**src/rtl/pla_engine_pkg.sv**
```systemverilog
// Shared constants and term record for the PLA engine.
package pla_engine_pkg;
  localparam int PLA_N_IN   = 8;
  localparam int PLA_N_TERM = 32;
  localparam int PLA_N_OUT  = 16;

  // One product term at the default geometry.
  typedef struct packed {
    logic                 en;
    logic [PLA_N_IN-1:0]  mask;
    logic [PLA_N_IN-1:0]  val;
    logic [PLA_N_OUT-1:0] or_plane;
  } pla_term_t;

  function automatic int addr_w(input int n);
    return (n > 1) ? $clog2(n) : 1;
  endfunction
endpackage

```
**src/rtl/pla_term_store.sv**
```systemverilog
// Term storage for the PLA: enable bits with reset, AND/OR planes without.
// Writes to an address past N_TERM are dropped and raise a sticky error.
module pla_term_store
  import pla_engine_pkg::*;
#(
  parameter int N_IN   = PLA_N_IN,
  parameter int N_TERM = PLA_N_TERM,
  parameter int N_OUT  = PLA_N_OUT,
  parameter int ADDR_W = addr_w(PLA_N_TERM)
) (
  input  logic                          clk,
  input  logic                          rst,
  input  logic                          wr_i,
  input  logic [ADDR_W-1:0]             addr_i,
  input  logic                          en_i,
  input  logic [N_IN-1:0]               mask_i,
  input  logic [N_IN-1:0]               val_i,
  input  logic [N_OUT-1:0]              or_i,
  output logic [N_TERM-1:0]             en_o,
  output logic [N_TERM-1:0][N_IN-1:0]   mask_o,
  output logic [N_TERM-1:0][N_IN-1:0]   val_o,
  output logic [N_TERM-1:0][N_OUT-1:0]  or_o,
  output logic                          err_o
);
  localparam int IDX_W = addr_w(N_TERM);

  logic                         in_range;
  logic [IDX_W-1:0]             idx;
  logic [N_TERM-1:0]            en_q;
  logic [N_TERM-1:0][N_IN-1:0]  mask_q, val_q;
  logic [N_TERM-1:0][N_OUT-1:0] or_q;
  logic                         err_q;

  assign in_range = 32'(addr_i) < N_TERM;
  assign idx      = addr_i[IDX_W-1:0];

  always_ff @(posedge clk) begin
    if (rst) begin
      en_q  <= '0;
      err_q <= 1'b0;
    end else if (wr_i) begin
      if (in_range) en_q[idx] <= en_i;
      else          err_q     <= 1'b1;
    end
  end

  // Planes are only observed through enabled terms, so they carry no reset.
  always_ff @(posedge clk) begin
    if (wr_i && in_range) begin
      mask_q[idx] <= mask_i;
      val_q[idx]  <= val_i;
      or_q[idx]   <= or_i;
    end
  end

  assign en_o   = en_q;
  assign mask_o = mask_q;
  assign val_o  = val_q;
  assign or_o   = or_q;
  assign err_o  = err_q;
endmodule

```
**src/rtl/pla_engine.sv**
```systemverilog
// Two-stage programmable logic array: AND plane registered in stage 1, OR plane in stage 2.
// Optional PLA_ENGINE_PARITY_EN adds z_par, the registered XOR of z.
module pla_engine
  import pla_engine_pkg::*;
#(
  parameter int N_IN   = PLA_N_IN,
  parameter int N_TERM = PLA_N_TERM,
  parameter int N_OUT  = PLA_N_OUT,
  parameter int ADDR_W = addr_w(N_TERM)
) (
  input  logic              clk,
  input  logic              rst,
  input  logic              cfg_valid,
  output logic              cfg_ready,
  input  logic [ADDR_W-1:0] cfg_addr,
  input  logic              cfg_en,
  input  logic [N_IN-1:0]   cfg_mask,
  input  logic [N_IN-1:0]   cfg_val,
  input  logic [N_OUT-1:0]  cfg_or,
  output logic              cfg_err,
  input  logic              in_valid,
  output logic              in_ready,
  input  logic [N_IN-1:0]   x,
  output logic              out_valid,
  input  logic              out_ready,
`ifdef PLA_ENGINE_PARITY_EN
  output logic              z_par,
`endif
  output logic [N_OUT-1:0]  z
);
  logic                         cfg_fire, in_fire, s1_free, s2_free;
  logic [N_TERM-1:0]            en;
  logic [N_TERM-1:0][N_IN-1:0]  mask, val;
  logic [N_TERM-1:0][N_OUT-1:0] orp;

  logic                 v1_q, v1_d, ov_q, ov_d;
  logic [N_TERM-1:0]    act_q, act_d, act_new;
  logic [N_OUT-1:0]     z_q, z_d, z_new;

  pla_term_store #(.N_IN(N_IN), .N_TERM(N_TERM), .N_OUT(N_OUT), .ADDR_W(ADDR_W)) u_store (
    .clk(clk), .rst(rst), .wr_i(cfg_fire), .addr_i(cfg_addr),
    .en_i(cfg_en), .mask_i(cfg_mask), .val_i(cfg_val), .or_i(cfg_or),
    .en_o(en), .mask_o(mask), .val_o(val), .or_o(orp), .err_o(cfg_err)
  );

  // Config only lands on an empty pipeline, so both planes are stable for every in-flight vector.
  assign cfg_ready = !v1_q && !ov_q;
  assign cfg_fire  = cfg_valid && cfg_ready;
  assign s2_free   = !ov_q || out_ready;
  assign s1_free   = !v1_q || s2_free;
  assign in_ready  = s1_free && !cfg_fire;
  assign in_fire   = in_valid && in_ready;

  always_comb begin
    act_new = '0;
    z_new   = '0;
    for (int t = 0; t < N_TERM; t++) begin
      act_new[t] = en[t] && ((x & mask[t]) == (val[t] & mask[t]));
      if (act_q[t]) z_new = z_new | orp[t];
    end
  end

  always_comb begin
    v1_d  = v1_q;
    act_d = act_q;
    ov_d  = ov_q;
    z_d   = z_q;
    if (s1_free) begin
      v1_d = in_fire;
      if (in_fire) act_d = act_new;
    end
    if (s2_free) begin
      ov_d = v1_q;
      if (v1_q) z_d = z_new;
    end
  end

  always_ff @(posedge clk) begin
    if (rst) begin
      v1_q <= 1'b0;
      ov_q <= 1'b0;
      z_q  <= '0;
    end else begin
      v1_q <= v1_d;
      ov_q <= ov_d;
      z_q  <= z_d;
    end
  end

  always_ff @(posedge clk) act_q <= act_d;

  assign out_valid = ov_q;
  assign z         = z_q;

`ifdef PLA_ENGINE_PARITY_EN
  logic zp_q;
  always_ff @(posedge clk) begin
    if (rst)                  zp_q <= 1'b0;
    else if (s2_free && v1_q) zp_q <= ^z_new;
  end
  assign z_par = zp_q;
`endif
endmodule

```
**config.mk**
```make
export PLATFORM = sky130hd
export DESIGN_NAME = pla_engine
export DESIGN_NICKNAME = d
export VERILOG_FILES = /design/src/rtl/pla_engine_pkg.sv /design/src/rtl/pla_term_store.sv /design/src/rtl/pla_engine.sv
export SDC_FILE = /design/constraint.sdc
export NUM_CORES = 1
export LEC_CHECK = 0
export ABC_AREA = 1
export CORE_MARGIN = 5
export CORE_UTILIZATION = 65
export CTS_BUF_LIST = sky130_fd_sc_hd__clkbuf_8
export DETAILED_ROUTE_END_ITERATION = 8
export PLACE_DENSITY = 0.83
export SYNTH_ARGS = -nofsm -noshare
export SYNTH_HDL_FRONTEND = slang
export SYNTH_SLANG_ARGS = --single-unit
```
**constraint.sdc**
```tcl
create_clock -name clk -period 7.7 [get_ports clk]
set_input_delay 0.77 -clock clk [delete_from_list [all_inputs] [get_ports clk]]
set_output_delay 0.77 -clock clk [all_outputs]
set_load 0.005 [all_outputs]
```
==> results.sh <==
export IMPL_ir_drop_uv=193.1
export IMPL_grt_max_degree=65
export IMPL_worst_path_stages=5
export IMPL_drive_gt1_share_pct=9.439
export IMPL_clock_latency_ps=820
export IMPL_max_cap_viol_count=0
export IMPL_yosys_area_share_adder_pct=0
export IMPL_rows=93
export IMPL_drc=0
export IMPL_synth_edff_count=1056
export IMPL_cts_root_buf="clkbuf_8"
export IMPL_cp_top_family="simple AND/OR/NAND/NOR gates"
export IMPL_finalInstanceArea_um2=46490
export IMPL_regArea_um2=32710
export IMPL_wl_per_cell_um=25.55
export IMPL_detailed_place_hpwl_um=60190
export IMPL_place_ws_ps=4282
export IMPL_max_slew_margin_pct=22.03
export IMPL_hold_worst_slack_ps=491.6
export IMPL_synth_top_family_by_area="simple AND/OR/NAND/NOR gates"
export IMPL_netlist_area_um2=42060
export IMPL_multi_input_area_um2=8670
export IMPL_final_nets=3414
export IMPL_cts_resized=0
export IMPL_setup_violations=0
export IMPL_routed_wl_um=111200
export IMPL_r2r_slack_ps=4960
export IMPL_gr_total_overflow=0
export IMPL_p_leak_nw=16.33
export IMPL_die_w_um=264.4
export IMPL_grt_pass1_vias=25940
export IMPL_crit_chain="nor2_4 -> nand2_4 -> o21ai_0 -> inv_1 -> clkdlybuf4s50_1"
export IMPL_clkPwrFrac_pct=37.4
export IMPL_tns_ps=0
export IMPL_critPathBufInv=2
export IMPL_die_height_um=264.4
export IMPL_synth_fp_nets=3281
export IMPL_core_um2=64230
export IMPL_synthSimpleGateAreaFrac_pct=15.27
export IMPL_syn2layout_area_growth_pct=10.54
export IMPL_synth_top_cell_area_share_pct=75.39
export IMPL_finalWorstSetupSlack_ps=4333
export IMPL_via_per_inst=6.164
export IMPL_reg2regPathDepth=5
export IMPL_async_flop_share_pct=0
export IMPL_seqPwrFrac_pct=58.1
export IMPL_drtIter0Drc=4109
export IMPL_synth_xor_area_share_pct=0.2915
export IMPL_cpPeakStageDelay_ps=460
export IMPL_initial_utilization_pct=65.48
export IMPL_pwr_share_comb_pct=4.4
export IMPL_h_tree_depth=4
export IMPL_switching_share_pct=22.94
export IMPL_firstDrtPassIters=5
export IMPL_worst_pin_slew_ps=1168
export IMPL_grt_setup_unrepaired="no"
export IMPL_crit_required_ps=6930
export IMPL_max_freq_mhz=297.0
export IMPL_fin_crit_ps=3367
export IMPL_portBuffers=69
export IMPL_muxShareOfSynthArea_pct=0
export IMPL_syn_instance_count=3230
export IMPL_synth_cell_types=30
export IMPL_clkTransAtPathRegs_ps=60
export IMPL_synth_seq_area_share_pct=77.77
export IMPL_p_int_mw=8.880
export IMPL_grt_pass1_wl_um=160400
export IMPL_end_kind="output port"
export IMPL_holdCritPathClass="reg -> reg"
export IMPL_final_hold_viol_count=0
export IMPL_ys_flop_type="edfxtp_1"
export IMPL_cts_tree="done"
export IMPL_cts_buffers=163
export IMPL_fin_crit_sh_pct=43.73
export IMPL_yosysTopAreaCell="edfxtp_1"
export IMPL_place_area_um2=43520
export IMPL_die_area_um2=69900
export IMPL_pin_count=71
export IMPL_ys_seq_elements=1106
export IMPL_synth_avg_cell_area_um2=13.02
export IMPL_critPathSlowestCell="clkdlybuf4s50_1"
export IMPL_synth_compound_area_share_pct=4.653
export IMPL_fin_skew_ps=25.33
export IMPL_critical_path_arrival_ps=2600
export IMPL_p_switching_mw=2.644
export IMPL_maxSlewViolCount=0
export IMPL_nFillCells=3973
export IMPL_synth_warnings=0
export IMPL_antenna_found_initial=8
export IMPL_worstPathMaxFanout=4
export IMPL_outcome="completed"
export IMPL_holdBufCountCts=0
export IMPL_ant_nets=0
export IMPL_startpoint_type="flop"
export IMPL_synth_area_leaders="edfxtp_1, nand2_1, nor2_1, dfxtp_1, o21ai_0"
export IMPL_gr_usage_all_layers_pct=31.34
export IMPL_power_density_nw_per_um2=247.9
export IMPL_num_vias=26820
export IMPL_cts_sinks=1106
export IMPL_cts_buffer_depth=3
export IMPL_cts_setup_buffers=0
export IMPL_holdPathStages=2
export IMPL_critPathKind="reg -> out"
export IMPL_gp_congestion=0.9440
## worst reg2reg max path: stages (launching register included)
cell and delay, ps:
dfxtp_1 350, nor2_4 420, nand2_4 210, clkinv_2 140, nand3_4 310, nor2_4 910
## layout by cell type, fill, tap and decap left out, types with 15 or more instances in the layout
master,netlist,routed
clkinv_1,1,39
nor2_1,386,373
dfxtp_1,50,50
a21boi_0,46,46
buf_4,3,36
or2_2,32,32
clkbuf_8,0,178
nor3_1,16,16
nand3b_1,32,32
clkinv_2,1,18
nand3_1,106,106
buf_2,65,15
o21ai_0,173,173
clkdlybuf4s50_1,0,49
edfxtp_1,1056,1056
nor2_4,4,30
nand2_1,898,898
a21oi_1,145,145
inv_1,60,114
nand4_1,50,50
## layer usage
metal | GRT usage [%] | vias up | wire [µm]
met5 | 0 | - | 56
met4 | 12.94 | 8 | 4812
met3 | 8.827 | 338 | 16010
met2 | 48.14 | 1947 | 50860
met1 | 43.31 | 12890 | 39450
li1 | - | 11640 | -
## cells by family (layout without fill, tap and decap cells)
kind of cell,Yosys count,in the layout
compound gates,368,368
xor+xnor,14,14
buf+inv,195,461
flops,1106,1106
other cells,1,2
simple gates,1546,1546
## through the flow
| stage | power (mW) | utilization (%) | std cells |
|---|---|---|---|
| 2_1_floorplan | 7.003 | - | 3230 |
| 3_3_place_gp | 7.296 | 67.76 | 4053 |
| 3_5_place_dp | 7.315 | 67.76 | 4053 |
| 4_1_cts | 11.52 | 72.38 | 4351 |
| 5_1_grt | 11.86 | 72.38 | 4351 |
| 6_report | 11.52 | 72.39 | 4352 |
## layout make-up
cell class              count  share of cell area (%)
clock buffers             178                   5.269
repair buffers            100                   1.798
diodes                      1                0.005382
multi-input cells        1929                   18.65
well taps                 855                   2.301
clock inverters           120                   1.114
flip-flops and latches   1106                   70.36
inverters                  63                  0.5113
## power groups by stage
stage / clock [mW] / combinational [mW] / sequential [mW]
detailed placement: 0 / 0.491 / 6.82
floorplan: 0 / 0.224 / 6.78
finish: 4.31 / 0.509 / 6.70
global route: 4.63 / 0.528 / 6.70
global placement: 0 / 0.475 / 6.82
CTS: 4.33 / 0.494 / 6.70
## synthesized netlist by cell type (3+ instances only)
cell and n:
o21ai_0 173, a21boi_0 46, or2_2 32, nand2_1 898, buf_4 3, edfxtp_1 1056
buf_2 65, nor3_1 16, nor2_4 4, dfxtp_1 50, nand4_1 50, clkbuf_1 58
nand3b_1 32, a21oi_1 145, nand3_1 106, nor2_1 386, xor2_1 14, inv_1 60
nor2_2 17, o21ai_1 4, buf_1 3
## flip-flops by register name (all words and copies together), names as in the netlist
signal and flops:
u_store.or_o 512, u_store.mask_o 256, u_store.val_o 256, act_q 32, u_store.en_o 32, z 16
out_valid 1, v1_q 1
## final timing paths
kind / start / end
setup / recovery: out_valid / in_ready
hold / removal: u_store.en_o[24] / u_store.en_o[24]
setup reg to reg: out_valid / u_store.or_o[160]
hold reg to reg: u_store.en_o[24] / u_store.en_o[24]
Note: power is estimated with default switching activity, not from simulation.
